**src/rtl/kgp_risc_pkg.sv**
```systemverilog
// rtl/kgp_risc_pkg.sv - shared buffer-count encoding and depth for the stream demux
package kgp_risc_pkg;

    typedef enum logic [1:0] {
        CNT_EMPTY = 2'd0,
        CNT_ONE   = 2'd1,
        CNT_FULL  = 2'd2
    } fifo_cnt_e;

    localparam int DEMUX_DEPTH = 2;

endpackage

```
**src/rtl/demux1_stream_if.sv**
```systemverilog
// rtl/demux1_stream_if.sv - handshake bundle for the 1-to-2 stream demux
interface demux1_stream_if #(
    parameter int W = 8
);
    logic         in_valid;
    logic         in_ready;
    logic         in_sel;
    logic [W-1:0] in_data;
    logic         out0_valid;
    logic         out0_ready;
    logic [W-1:0] out0_data;
    logic         out1_valid;
    logic         out1_ready;
    logic [W-1:0] out1_data;

    modport master (
        output in_valid, in_sel, in_data, out0_ready, out1_ready,
        input  in_ready, out0_valid, out0_data, out1_valid, out1_data
    );

    modport slave (
        input  in_valid, in_sel, in_data, out0_ready, out1_ready,
        output in_ready, out0_valid, out0_data, out1_valid, out1_data
    );
endinterface

```
**src/rtl/demux1_fifo2.sv**
```systemverilog
// rtl/demux1_fifo2.sv - W-bit two-entry FIFO; entry 0 is always the head
module demux1_fifo2
    import kgp_risc_pkg::*;
#(
    parameter int W = 8
) (
    input  logic         clk,
    input  logic         rst_n,
    input  logic         push,
    input  logic [W-1:0] din,
    input  logic         pop,
    output fifo_cnt_e    count,
    output logic [W-1:0] head
);

    fifo_cnt_e    state_q;
    fifo_cnt_e    state_d;
    logic [W-1:0] mem [DEMUX_DEPTH];
    logic         do_push;
    logic         do_pop;

    // A full buffer refuses a push even when popped in the same cycle
    assign do_push = push & (state_q != CNT_FULL);
    assign do_pop  = pop & (state_q != CNT_EMPTY);

    always_ff @(posedge clk or negedge rst_n) begin
        if (!rst_n) begin
            state_q <= CNT_EMPTY;
        end else begin
            state_q <= state_d;
        end
    end

    always_comb begin
        state_d = state_q;
        case ({do_push, do_pop})
            2'b10:   state_d = (state_q == CNT_EMPTY) ? CNT_ONE : CNT_FULL;
            2'b01:   state_d = (state_q == CNT_FULL) ? CNT_ONE : CNT_EMPTY;
            default: state_d = state_q;
        endcase
    end

    always_ff @(posedge clk or negedge rst_n) begin
        if (!rst_n) begin
            mem[0] <= '0;
            mem[1] <= '0;
        end else if (do_pop) begin
            if (state_q == CNT_FULL) begin
                mem[0] <= mem[1];
            end else if (do_push) begin
                mem[0] <= din;
            end
        end else if (do_push) begin
            if (state_q == CNT_EMPTY) begin
                mem[0] <= din;
            end else begin
                mem[1] <= din;
            end
        end
    end

    assign count = state_q;
    assign head  = mem[0];

endmodule

```
**src/rtl/demux1_stream.sv**
```systemverilog
// rtl/demux1_stream.sv - 1-to-2 stream demux with 2-deep output buffers; DEMUX1_STATS_EN adds cnt0/cnt1
module demux1_stream
    import kgp_risc_pkg::*;
#(
    parameter int W = 8
`ifdef DEMUX1_STATS_EN
    ,
    parameter int CNT_W = 16
`endif
) (
    input  logic              clk,
    input  logic              rst_n,
    demux1_stream_if.slave    bus
`ifdef DEMUX1_STATS_EN
    ,
    output logic [CNT_W-1:0]  cnt0,
    output logic [CNT_W-1:0]  cnt1
`endif
);

    fifo_cnt_e count0;
    fifo_cnt_e count1;
    fifo_cnt_e sel_count;
    logic      push0;
    logic      push1;
    logic      pop0;
    logic      pop1;

    // Ready looks only at registered fill state, so consumer ready never reaches the input
    assign sel_count    = bus.in_sel ? count1 : count0;
    assign bus.in_ready = (sel_count != CNT_FULL);

    assign push0 = bus.in_valid & bus.in_ready & ~bus.in_sel;
    assign push1 = bus.in_valid & bus.in_ready & bus.in_sel;

    assign bus.out0_valid = (count0 != CNT_EMPTY);
    assign bus.out1_valid = (count1 != CNT_EMPTY);
    assign pop0 = bus.out0_valid & bus.out0_ready;
    assign pop1 = bus.out1_valid & bus.out1_ready;

    demux1_fifo2 #(.W(W)) u_fifo0 (
        .clk   (clk),
        .rst_n (rst_n),
        .push  (push0),
        .din   (bus.in_data),
        .pop   (pop0),
        .count (count0),
        .head  (bus.out0_data)
    );

    demux1_fifo2 #(.W(W)) u_fifo1 (
        .clk   (clk),
        .rst_n (rst_n),
        .push  (push1),
        .din   (bus.in_data),
        .pop   (pop1),
        .count (count1),
        .head  (bus.out1_data)
    );

`ifdef DEMUX1_STATS_EN
    always_ff @(posedge clk or negedge rst_n) begin
        if (!rst_n) begin
            cnt0 <= '0;
            cnt1 <= '0;
        end else begin
            if (pop0) cnt0 <= cnt0 + 1'b1;
            if (pop1) cnt1 <= cnt1 + 1'b1;
        end
    end
`endif

endmodule

```
**src/flat_wrapper.sv**
```systemverilog
// flat-port wrapper written by rule: the top's interface ports become plain ports
module demux1_stream_flat import kgp_risc_pkg::*;
#(
    parameter int W = 8

)
  (clk, rst_n, bus_in_valid, bus_in_sel, bus_in_data, bus_out0_ready, bus_out1_ready, bus_in_ready, bus_out0_valid, bus_out0_data, bus_out1_valid, bus_out1_data);
  demux1_stream_if #(.W(W)) bus_i ();
  input  logic clk;
  input  logic rst_n;
  input wire logic [$bits(bus_i.in_valid)-1:0] bus_in_valid;
  input wire logic [$bits(bus_i.in_sel)-1:0] bus_in_sel;
  input wire logic [$bits(bus_i.in_data)-1:0] bus_in_data;
  input wire logic [$bits(bus_i.out0_ready)-1:0] bus_out0_ready;
  input wire logic [$bits(bus_i.out1_ready)-1:0] bus_out1_ready;
  output wire logic [$bits(bus_i.in_ready)-1:0] bus_in_ready;
  output wire logic [$bits(bus_i.out0_valid)-1:0] bus_out0_valid;
  output wire logic [$bits(bus_i.out0_data)-1:0] bus_out0_data;
  output wire logic [$bits(bus_i.out1_valid)-1:0] bus_out1_valid;
  output wire logic [$bits(bus_i.out1_data)-1:0] bus_out1_data;
  assign bus_i.in_valid = bus_in_valid;
  assign bus_i.in_sel = bus_in_sel;
  assign bus_i.in_data = bus_in_data;
  assign bus_i.out0_ready = bus_out0_ready;
  assign bus_i.out1_ready = bus_out1_ready;
  assign bus_in_ready = bus_i.in_ready;
  assign bus_out0_valid = bus_i.out0_valid;
  assign bus_out0_data = bus_i.out0_data;
  assign bus_out1_valid = bus_i.out1_valid;
  assign bus_out1_data = bus_i.out1_data;
  demux1_stream #(.W(W)) u_core (.clk(clk), .rst_n(rst_n), .bus(bus_i));
endmodule
```
**config.mk**
```make
export PLATFORM = sky130hd
export DESIGN_NAME = demux1_stream_flat
export DESIGN_NICKNAME = d
export VERILOG_FILES = /design/src/rtl/kgp_risc_pkg.sv /design/src/rtl/demux1_stream_if.sv /design/src/rtl/demux1_fifo2.sv /design/src/rtl/demux1_stream.sv /design/src/flat_wrapper.sv
export SDC_FILE = /design/constraint.sdc
export NUM_CORES = 1
export LEC_CHECK = 0
export CORE_MARGIN = 4
export CORE_UTILIZATION = 45
export DETAILED_ROUTE_END_ITERATION = 10
export DONT_BUFFER_PORTS = 1
export GPL_ROUTABILITY_DRIVEN = 0
export SKIP_CTS_REPAIR_TIMING = 1
export SLEW_MARGIN = 20
export SYNTH_ARGS = -nofsm -noshare
export SYNTH_HDL_FRONTEND = slang
export SYNTH_SLANG_ARGS = --single-unit
```
**constraint.sdc**
```tcl
create_clock -name clk -period 1.8 [get_ports clk]
set_input_delay 0.36 -clock clk [delete_from_list [all_inputs] [get_ports clk]]
set_output_delay 0.36 -clock clk [all_outputs]
set_load 0.05 [all_outputs]
```
Word-level counts from Yosys, hierarchy flattened
Cells that the tools add are included.

cells by class
  equal/unequal tests = 9
  reduce and logical (&&, ||, !) cells = 16
  bitwise operators = 14
  multiplexer cells = 19

operators by type and width
  cell                count
  $mux 8              10
  $mux 16             2
  $reduce_bool 2->1   10
  $reduce_and 3->1    4
  $and 1x1->1         9
  $eq 2x2->1 const B  4
  $pmux 2 s2          2
  $mux 2              3
  $ne 2x2->1 const B  3
  $not 1->1           5
  $eq 2x1->1 const B  2
  $logic_not 2->1     2
  $mux 1              2

storage, ports and cells
  output and inout port bits = 19
  input bits = 14
  word-level logic and storage cells = 64
  register bits = 36

Logic depth before layout (Yosys ltp)
Gate-level depths: netlist of the first run.

  depth in word-level cells = 8
  depth in mapped cells = 9
  depth with buffers taken out = 7

Cells and area by module
From an unflattened synthesis of the first run, not the netlist that was laid out.

unflattened totals
  cells, all modules = 185
  area, all modules = 1769.2 µm²

modules (own cells, without submodules)
  module         area an instance (µm²)  instances  sequential area each (µm²)  cells an instance
  demux1_fifo2   849.6                   2          450.4                       87
  demux1_stream  70.1                    1          0.0                         11

Least setup slack after synthesis of the first run
Ideal clock, no wire load.

  path kind = reg2reg
  start = register u_core.u_fifo1.state_q[0], in the netlist u_core.u_fifo1.count[0]
  end = register u_core.u_fifo1.mem (netlist bit u_core.u_fifo1.head[0])
  arrival time = 2.141 ns
  library setup time = 0.088 ns
  cell stages (with the launch flop) = 10
  clock period less this slack = 2.230 ns
  buffers on the path = 2
  data required time = 1.712 ns
  slack = -0.430 ns
  path through = dfrtp_1 -> buf_2 -> or2_2 -> and2_1 -> inv_1 -> ha_1 -> and3b_2 -> clkbuf_2 -> a21o_4 -> a41oi_1

between the ends
  elaborated cells between the ends (all ways) = 17
  those cells by class = eq/ne: 3; mux: 3; bitwise: 5; reduce/logical: 6

RTL lines
  element                             line                 RTL
  start: declaration                  demux1_fifo2.sv:16   fifo_cnt_e state_q;
  start signal: assignment            demux1_fifo2.sv:30   state_q <= state_d;
  $reduce_bool 2->1 (*)               demux1_stream.sv:37  assign bus.out1_valid = (count1 != CNT_EMPTY);
  net bus_out1_valid                  flat_wrapper.sv:19   output wire logic [$bits(bus_i.out1_valid)-1:0] bus_out1_valid;
  $and 1x1->1                         demux1_stream.sv:39  assign pop1 = bus.out1_valid & bus.out1_ready;
  $and 1x1->1 (*)                     demux1_fifo2.sv:24   assign do_pop = pop & (state_q != CNT_EMPTY);
  $reduce_bool 2->1 (no source line)  -
  $reduce_and 3->1 (no source line)   -
  end: declaration                    demux1_fifo2.sv:18   logic [W-1:0] mem [DEMUX_DEPTH];

Mark *: on every way through the listed nets, which the timed path passes. The rest lies on a longest branch.
A chain may end at the register's enable or synchronous reset.

Final worst setup path of the first run
  start = register u_core.u_fifo1.state_q[1], in the netlist u_core.u_fifo1.count[1]
  end = register u_core.u_fifo1.mem (netlist bit u_core.u_fifo1.head[1])

between the ends
  word-level cells in the longest chain between the ends = 7
  elaborated cells between the ends (all ways) = 17
  those cells by class = eq/ne: 3; mux: 3; bitwise: 5; reduce/logical: 6

RTL lines
  element                             line                 RTL
  $mux 2                              demux1_stream.sv:30  assign sel_count = bus.in_sel ? count1 : count0;
  $ne 2x2->1                          demux1_stream.sv:31  assign bus.in_ready = (sel_count != CNT_FULL);
  $and 1x1->1 (2 in a row)            demux1_stream.sv:34  assign push1 = bus.in_valid & bus.in_ready & bus.in_sel;
  $and 1x1->1                         demux1_fifo2.sv:23   assign do_push = push & (state_q != CNT_FULL);
  $reduce_bool 2->1 (no source line)  -
  $reduce_and 3->1 (no source line)   -

Parallel ways exist; a longest one is shown, timed or not.

==> results of run 1 <==
==> layout by cell type, fill, tap and decap left out, types with 3 or more instances in the layout <==
cell type / instances
nand2_1: 4
a31oi_1: 3
mux2_2: 8
clkbuf_8: 5
mux2_4: 8
a21oi_1: 4
nand3_1: 28
a211oi_1: 9
buf_12: 3
dfrtp_2: 3
a41oi_2: 5
a211oi_2: 7
buf_4: 19
dfrtp_1: 33
a31oi_2: 6
a32oi_1: 10
==> logic make-up after synthesis <==
logic type      synth area share [%]
flops                           42.3
fa+ha+maj                       2.35
simple gates                    14.8
buf+inv                         10.9
mux                             9.88
compound gates                  18.9
xor+xnor                       0.823
==> layout make-up <==
type | instances | area (sq um)
clock buffer | 6 | 72.6
clock inverter | 2 | 35.0
fill | 382 | 1950
inverter | 4 | 15.0
multi-input combinational | 128 | 1210
sequential | 36 | 905
tap | 52 | 65.1
timing repair buffer | 25 | 223
==> final timing paths <==
kind / startpoint / slack (ps) / cells after the start / endpoint
min in group asynchronous: rst_n / 520 / 2 / u_core.u_fifo0.head[4]
min reg2reg: u_core.u_fifo1.mem[6] / 510 / 1 / u_core.u_fifo1.mem[6]
min: bus_in_data[0] / 210 / 1 / u_core.u_fifo0.mem[0]
max: u_core.u_fifo1.count[1] / -60 / 8 / u_core.u_fifo1.head[1]
max in group asynchronous: rst_n / 1080 / 2 / u_core.u_fifo1.count[0]
max reg2reg: u_core.u_fifo1.count[1] / -60 / 8 / u_core.u_fifo1.head[1]
==> cells in the mapped netlist (5+ instances only) <==
library cell / instances / area [sq um]
nand3_1: 28 / 140
a32oi_1: 10 / 87.6
a21oi_1: 5 / 25.0
a31oi_1: 10 / 62.6
mux2_4: 8 / 120
buf_4: 16 / 120
a41oi_1: 6 / 52.6
buf_2: 5 / 25.0
mux2_2: 8 / 90.1
a211oi_1: 16 / 120
dfrtp_1: 36 / 901
clkbuf_1: 6 / 22.5
==> report_power, final <==
group	internal [uW]	total (uW)	switching (uW)
Sequential	1220	2200	986
Clock	411	707	296
Combinational	1050	2080	1030
==> flip-flops by register name, indices dropped and copies added (netlist names) <==
signal and cells:
u_core.u_fifo1.count 2, u_core.u_fifo1.head 8, u_core.u_fifo0.head 8, u_core.u_fifo0.mem 8, u_core.u_fifo1.mem 8, u_core.u_fifo0.count 2
==> routing by layer <==
metal | up-vias | share of wire [%] | GRT usage (%)
li1 | 746 | - | -
met1 | 790 | 45 | 20.1
met2 | 43 | 47 | 24.4
met3 | 7 | 6.8 | 6.32
met4 | 0 | 1.1 | 4.53
met5 | - | 0 | 0
==> through the flow <==
| step | utilization, % | setup TNS (ps) | cell area, sq um | instances |
|---|---|---|---|---|
| 4_1_cts | 51.1 | -107 | 2290 | 242 |
| 6_report | 56.5 | -273 | 2530 | 253 |
| 2_1_floorplan | - | -1700 | 2220 | 199 |
| 3_3_place_gp | 48.7 | 0 | 2180 | 234 |
| 3_5_place_dp | 48.7 | -23.1 | 2180 | 234 |
| 5_1_grt | 56.5 | -1540 | 2530 | 253 |
==> key figures, run 1 <==
STA
  • Endpoints failing setup: 8
  • Hold Violations, Final: 0
  • Max Fclk: roughly 540 MHz
  • RSZ-0062 raised after global routing: yes
  • Slew @ Worst Pin: 529 ps
  • Worst Clk Skew: roughly 4.9 ps
  • Setup ws final: -56.4 ps
  • Slew margin rel.: 64.7%
  • Fin crit share: 103%
  • WHS: 214 ps
  • Max Slew Vio Count: 0
  • Minimum clock period after layout: between 1500 and 2000 ps

Floorplan
  • Die Y: between 70 and 80 um
  • Initial Util: a little under half
  • Core area: 4470 sq um
  • Ports: 33
  • Die area: slightly below 6000 sq um
  • Rows: 24
  • Die width: 76.8 um

Routing
  • Final WL: about 5000 um
  • Detailed-route via count: roughly 1600
  • Vias per cell: ~6.3
  • Drt initial violations: around 90
  • Drt wl/cell: about 20 um
  • DRC Markers: 0
  • First-pass iteration count of the detailed router: 4
  • Final ANT Viol Nets: 0

CTS
  • Worst skew pair latency: approximately 290 ps
  • Clock transition at the registers of the reported paths: roughly 80 ps
  • Root buffer cell: clkbuf_8
  • Clock sinks: 36
  • Htree depth: 2
  • CTS tree: built
  • CTS Buffer Depth: 2
  • Clock buffer count from CTS: 5

Yosys
  • Synthesis Warnings: 0
  • Fraction of registers with async set/reset: 100%
  • Post-synthesis cell type count: 39
  • Sequential area share after synthesis: 42.3%
  • Syn Inst Count: between 150 and 200
  • Syn Area/Cell: approximately 11 sq um
  • Post-synth EDFFs: 0
  • Cell Area, Synth: ~2100 sq um
  • Main synth FF type: dfrtp_1
  • Synth Net Count: 217
  • #FFs+latches synth: 36

Setup path
  • Critical Path Fanout Max: 8
  • Cells along the critical path: or2_4 > and2_4 > inv_2 > ha_4 > nor4bb_4 > buf_4 > a21o_4 > a41oi_2
  • CP max-delay cell: dfrtp_2
  • Crit path largest cell delay: 420 ps
  • Worst EP arrival: approximately 2000 ps
  • Cell family with most CP delay: simple AND/OR/NAND/NOR gates
  • Critical path endpoint category: flip-flop
  • Req. time, crit path: 1950 ps
  • CP bufs+invs: 2
  • Worst Setup Start Kind: flip-flop
  • Crit Path Class: flip-flop to flip-flop

Run status
  • Failing checks: negative setup slack
  • Outcome: finished, violations left

Pwr
  • P per Cell Area: 1970 nW/um^2
  • Final Power: around 5000 uW
  • VDD IR max: 1.21 mV
  • Leakage: approximately 0.001 uW

Flow run
  • Max-capacitance violation count: 0

Global route
  • Largest net degree at the start of global routing: 37
  • GRT Residual Overflow: 0
  • First-pass GRT wire length: about 7500 um
  • Gr usage total: around 16%
  • Initial antenna violation count: 0
  • Number of global-route vias before repair: approximately 1500

Placement
  • Buffers on Ports: 0
  • Dpl ws: -11.4 ps
  • Post-DP HPWL: roughly 3300 um

Cells and area
  • P&R area growth vs syn: 18.8%
  • Share of cells above drive strength 1: between 40 and 50%
  • NumNets Final: between 200 and 250
  • Antenna cells: 0

Hold path
  • Worst Hold Class: input pin to flip-flop
Power figures use the tool's default switching activity.
==> inputs of run 2 (changes only) <==
--- a/config.mk
+++ b/config.mk
@@ -15,3 +15,4 @@
 export SYNTH_ARGS = -nofsm -noshare
 export SYNTH_HDL_FRONTEND = slang
 export SYNTH_SLANG_ARGS = --single-unit
+export TNS_END_PERCENT = 20
==> run 2 against run 1 <==
Sequential cell count stayed put. Combinational power is 8% lower. Count of clock-buffer cells in the layout is 2 higher. The flow still finishes with violations (negative setup slack). Global-route usage is 2.1 points higher. Die area stayed put. Worst hold slack better by 11 ps. Non-clock buffer count is 1 higher. Final area is 5.0% lower. Sequential share of layout area is 1.8 points higher.
==> key figures, run 2 (synthesis results as in run 1) <==
Routing
  • Detailed-route via count: 1615 (+1.8%)
  • Final WL: 5170 um (+3.3%)
  • Vias per cell: 6.36 (+1.4%)
  • Drt initial violations: 153 (+68%)
  • DRC Markers: 0 (unchanged)
  • First-pass iteration count of the detailed router: 4 (unchanged)
  • Final ANT Viol Nets: 0 (unchanged)
  • Drt wl/cell: 20.3 um (+2.9%)

CTS
  • Htree depth: 2 (unchanged)
  • Worst skew pair latency: 280 ps (about the same)
  • Clock buffer count from CTS: 5 (unchanged)
  • Clock sinks: 36 (unchanged)
  • Root buffer cell: clkbuf_8
  • CTS Buffer Depth: 2 (unchanged)
  • CTS tree: built
  • Clock transition at the registers of the reported paths: 70 ps (about the same)

Cells and area
  • Leading cell type in the layout, fill and taps excluded: dfrtp_1
  • Share of cells above drive strength 1: 37.6% (-6.7 points)
  • NumNets Final: 219 (+0.46%)
  • Antenna cells: 0 (unchanged)
  • Most frequent cells in the layout: 34 x dfrtp_1, 28 x nand3_1, 23 x buf_4
  • P&R area growth vs syn: 12.9%
  • Final std cells w/o fill: 254 (+0.40%)

Global route
  • Number of global-route vias before repair: 1678 (+9.5%)
  • GRT Residual Overflow: 0 (unchanged)
  • Gr usage total: 17.8% (+2.1 points)
  • Largest net degree at the start of global routing: 37 (unchanged)
  • First-pass GRT wire length: 8480 um (+14%)
  • Initial antenna violation count: 0 (unchanged)

STA
  • Slew @ Worst Pin: 529 ps (-0.585 ps)
  • Fin crit share: 102% (-1.0 points)
  • Minimum clock period after layout: 1840 ps (-18.6 ps)
  • Worst Clk Skew: 3.18 ps (-1.73 ps)
  • Max Fclk: 544 MHz (+1.0%)
  • Max Slew Vio Count: 0 (unchanged)
  • Slew margin rel.: 64.7% (about the same)
  • Hold Violations, Final: 0 (unchanged)
  • Endpoints failing setup: 6 (-2)
  • Setup ws final: -37.8 ps (+18.6 ps)
  • RSZ-0062 raised after global routing: yes

Pwr
  • Final Power: 4720 uW (-5.4%)
  • VDD IR max: 1.12 mV (-7.9%)
  • Switching part of the total: 47.3% (+0.95 points)
  • Comb power frac: 40.6% (-1.1 points)
  • Leakage: 0.000985 uW (-2.8%)
  • Switching power: 2230 uW (-3.5%)
  • P per Cell Area: 1960 nW/um^2 (-0.50%)
  • Seq pwr share: 46.6% (+2.4 points)
  • Internal power: 2490 uW (-7.1%)
  • Clock power frac: 12.8% (-1.4 points)

Floorplan
  • Die width: 76.8 um (unchanged)
  • Ports: 33 (unchanged)
  • Rows: 24 (unchanged)
  • Initial Util: 47.6% (unchanged)
  • Die Y: 76.8 um (unchanged)
  • Die area: 5890 sq um (unchanged)
  • Core area: 4470 sq um (unchanged)

Hold path
  • Worst Hold Class: input pin to flip-flop

Setup path
  • Req. time, crit path: 1990 ps (+40 ps)
  • Worst EP arrival: 2030 ps (+20 ps)
  • Crit Path Class: flip-flop to flip-flop
  • Critical Path Fanout Max: 8 (unchanged)
  • Worst Setup Start Kind: flip-flop
  • Critical path endpoint category: flip-flop

Run status
  • Failing checks: negative setup slack
  • Outcome: finished, violations left

Placement
  • Post-DP HPWL: 3540 um (+6.3%)
  • Buffers on Ports: 0 (unchanged)
  • Post-placement cell count: 238 (+1.7%)

Flow run
  • Max-capacitance violation count: 0 (unchanged)
run 2: cell count changes in the layout (fill, tap and decap cells not counted), moves of 2 or more:
| cell | before | now |
|---|---|---|
| a31oi_1 | 3 | 9 |
| a31oi_2 | 6 | 1 |
| a41oi_1 | 1 | 5 |
| a41oi_2 | 5 | 1 |
| buf_12 | 3 | 1 |
| buf_2 | 2 | 0 |
| buf_4 | 19 | 23 |
run 2: metrics by stage:
step	worst slack (ps)	TNS [ps]	util, %	area, sq um	hold slack [ps]
floorplan	-223	-3230	-	2170	64.4
detailed placement	-147	-1190	48.0	2150	65.3
global placement	-61.5	-318	48.0	2150	65.5
CTS	-175	-1500	50.1	2240	-239
finish	-37.8	-108	53.7	2400	225
global route	-87.7	-969	53.7	2400	208
run 2: worst paths after layout:
check                                         from                       to  slack, ps  cells past startpoint
max                        u_core.u_fifo1.count[0]   u_core.u_fifo1.head[2]        -40                      7
min                                 bus_in_data[3]    u_core.u_fifo1.mem[3]        220                      1
max reg2reg                u_core.u_fifo1.count[0]   u_core.u_fifo1.head[2]        -40                      7
min reg2reg                  u_core.u_fifo0.mem[3]    u_core.u_fifo0.mem[3]        520                      1
max in group asynchronous                    rst_n  u_core.u_fifo0.count[1]       1060                      2
min in group asynchronous                    rst_n   u_core.u_fifo0.head[5]        530                      2
run 2: metal layers:
metal / routed length, um / GRT usage (%) / vias up
met3: 310 / 5.39 / 6
li1: - / - / 743
met2: 2630 / 29.2 / 48
met4: 57 / 7.25 / 0
met1: 2170 / 21.7 / 818
met5: 0 / 0 / -
run 2: area by class of cell:
type	count	area (sq um)
tap	52	65.1
timing repair buffer	26	214
multi-input combinational	128	1110
sequential	36	903
clock buffer	8	90.1
fill	399	2070
inverter	4	15.0
run 2: power by group through the flow:
stage | clock network (uW) | logic, uW | registers [uW]
3_3_place_gp | 0 | 1610 | 2180
2_1_floorplan | 0 | 2260 | 1440
3_5_place_dp | 0 | 1680 | 2210
4_1_cts | 606 | 1690 | 2190
5_1_grt | 655 | 2100 | 2250
6_report | 604 | 1920 | 2200
run 2: worst max-delay path, stage by stage, from the launching register on:
cell     delay, ps
dfrtp_2        450
or2_4          260
and2_4         160
inv_2           60
ha_4           140
and3b_2        260
a21o_4         250
a41oi_1        180
==> inputs of run 3 (changes only) <==
--- a/config.mk
+++ b/config.mk
@@ -7,9 +7,11 @@
 export LEC_CHECK = 0
 export CORE_MARGIN = 4
 export CORE_UTILIZATION = 45
+export CTS_CLUSTER_DIAMETER = 50
 export DETAILED_ROUTE_END_ITERATION = 10
-export DONT_BUFFER_PORTS = 1
 export GPL_ROUTABILITY_DRIVEN = 0
+export PLACE_DENSITY = 0.71
+export SETUP_SLACK_MARGIN = 0.2
 export SKIP_CTS_REPAIR_TIMING = 1
 export SLEW_MARGIN = 20
 export SYNTH_ARGS = -nofsm -noshare
==> run 3 against run 2 <==
The flow still finishes with violations (negative setup slack). Sequential power shrank 32%. Non-clock buffer count up 37. Total power up 13%. Clock skew is 1.9 ps higher. Worst hold slack better by 260 ps. Count of clock-buffer cells in the layout unchanged. Cell count is 15% higher. Register-to-register slack hardly changed. Core utilization is 9.7 points higher. Global-route usage is 0.66 points lower.
==> key figures, run 3 (synthesis results as in run 1) <==
Hold path
  • Worst Hold Class: input pin to asynchronous set/reset pin

Setup path
  • R2r worst-path depth: 7 (unchanged)
  • Cells along the critical path: clkdlybuf4s50_1 > and2_4 > inv_2 > ha_4 > nor4bb_4 > buf_6 > a21o_4 > a41oi_2
  • Reg2Reg Capture Point: u_core.u_fifo1.head[0]
  • R2R setup slack: -30 ps (about the same)
  • Crit path largest cell delay: 500 ps (+50 ps)
  • CP max-delay cell: clkdlybuf4s50_1
  • Critical Path Fanout Max: 8 (unchanged)
  • CP bufs+invs: 3 (+2)
  • Worst Setup Start Kind: input pin
  • Critical path endpoint category: flip-flop
  • FF-to-FF Start: u_core.u_fifo1.count[0]
  • Worst EP arrival: 2010 ps (-20 ps)
  • Cell family with most CP delay: buffers and inverters
  • Req. time, crit path: 1960 ps (-30 ps)
  • Crit Path Class: input pin to flip-flop

Placement
  • Placed instance area: 2510 sq um (+17%)
  • Post-DP HPWL: 3470 um (-2.0%)
  • Buffers on Ports: 32 (+32)
  • Dpl ws: -424 ps (-277 ps)

Floorplan
  • Rows: 24 (unchanged)
  • Initial Util: 47.6% (unchanged)
  • Die area: 5890 sq um (unchanged)
  • Ports: 33 (unchanged)
  • Core area: 4470 sq um (unchanged)
  • Die Y: 76.8 um (unchanged)
  • Die width: 76.8 um (unchanged)

CTS
  • Htree depth: 2 (unchanged)
  • Clock buffer count from CTS: 5 (unchanged)
  • Root buffer cell: clkbuf_8
  • Clock transition at the registers of the reported paths: 70 ps (about the same)
  • Worst skew pair latency: 290 ps (about the same)
  • CTS tree: built
  • CTS Buffer Depth: 2 (unchanged)
  • Clock sinks: 36 (unchanged)

STA
  • Slew margin rel.: 62.2% (-2.5 points)
  • Endpoints failing setup: 5 (-1)
  • Max Slew Vio Count: 0 (unchanged)
  • Slew @ Worst Pin: 567 ps (+38.3 ps)
  • WHS: 485 ps (+260 ps)
  • RSZ-0062 raised after global routing: yes
  • Worst Clk Skew: 5.13 ps (+1.95 ps)
  • Fin crit share: 103% (+0.63 points)
  • Hold Violations, Final: 0 (unchanged)
  • Minimum clock period after layout: 1850 ps (+11.4 ps)
  • Setup ws final: -49.1 ps (-11.4 ps)
  • Max Fclk: 541 MHz (-0.61%)

Global route
  • Largest net degree at the start of global routing: 37 (unchanged)
  • Number of global-route vias before repair: 1750 (+4.3%)
  • Gr usage total: 17.1% (-0.66 points)
  • Initial antenna violation count: 0 (unchanged)
  • First-pass GRT wire length: 8250 um (-2.8%)
  • GRT Residual Overflow: 0 (unchanged)

Routing
  • Drt initial violations: 92 (-40%)
  • DRC Markers: 0 (unchanged)
  • Drt wl/cell: 17.7 um (-13%)
  • Vias per cell: 6.11 (-4.0%)
  • First-pass iteration count of the detailed router: 4 (unchanged)
  • Final WL: 5150 um (-0.29%)
  • Final ANT Viol Nets: 0 (unchanged)
  • Detailed-route via count: 1777 (+10%)

Pwr
  • P per Cell Area: 1870 nW/um^2 (-4.6%)
  • Leakage: 0.00121 uW (+23%)
  • VDD IR max: 1.22 mV (+9.0%)

Flow run
  • Max-capacitance violation count: 0 (unchanged)

Cells and area
  • Leading cell type in the layout, fill and taps excluded: buf_4
  • P&R area growth vs syn: 33.3%
  • NumNets Final: 256 (+17%)
  • Share of cells above drive strength 1: 47.3% (+9.7 points)
  • Design Area, Final: 2840 sq um (+18%)
  • Antenna cells: 0 (unchanged)
  • Register Area: 902 sq um (-0.14%)
  • Multi-input combinational cell area: 1190 sq um (+7.2%)
  • Most frequent cells in the layout: 43 x buf_4, 35 x dfrtp_1, 28 x nand3_1
  • Filler cell count: 370 (-7.3%)

Run status
  • Failing checks: negative setup slack
  • Outcome: finished, violations left
[run 3: cell types whose count changed in the layout (fill, tap and decap cells not counted), moves of 2 or more]
cell             before  now
a211oi_1              9    5
a211oi_2              7   11
a41oi_1               5    0
a41oi_2               1    6
buf_12                1    3
buf_4                23   43
buf_6                 1    3
clkdlybuf4s50_1       0   10
dlymetal6s2s_1        0    3
nand2_1               4    2
[run 3: worst max-delay path by stage]
stage	end	cells past startpoint	start
2_1_floorplan	u_core.u_fifo1.head[1]	9	u_core.u_fifo1.count[0]
3_3_place_gp	u_core.u_fifo1.head[3]	8	bus_in_sel
3_5_place_dp	u_core.u_fifo1.head[0]	8	bus_in_sel
4_1_cts	bus_in_ready	6	u_core.u_fifo0.count[0]
5_1_grt	u_core.u_fifo1.head[0]	7	u_core.u_fifo1.count[1]
6_report	u_core.u_fifo1.head[0]	8	bus_out1_ready
[run 3: final cells by class]
class	instances	area share (%)
well taps	52	2.29
inverters	4	0.529
flip-flops and latches	36	31.8
repair buffers	63	20.1
clock buffers	8	3.18
multi-input cells	128	42.1
[run 3: stage by stage]
stage	setup TNS (ps)	cells	power, uW	utilization, %
floorplan	-3230	199	3700	-
global placement	-7470	277	4280	56.2
detailed placement	-7870	277	4340	56.2
CTS	-1330	285	4950	58.2
global route	-929	291	5600	63.4
finish	-155	291	5310	63.4
[run 3: routing by layer]
metal | up-vias | track usage, % | wire [um]
li1 | 826 | - | -
met1 | 897 | 22.9 | 2380
met2 | 44 | 26.9 | 2410
met3 | 10 | 4.33 | 257
met4 | 0 | 5.98 | 106
met5 | - | 0 | 0
[run 3: power by group]
group          total, uW  switching (uW)  internal (uW)
clock network        607             295            313
registers           1500             273           1230
logic               3210            1820           1380
total               5310            2390           2920
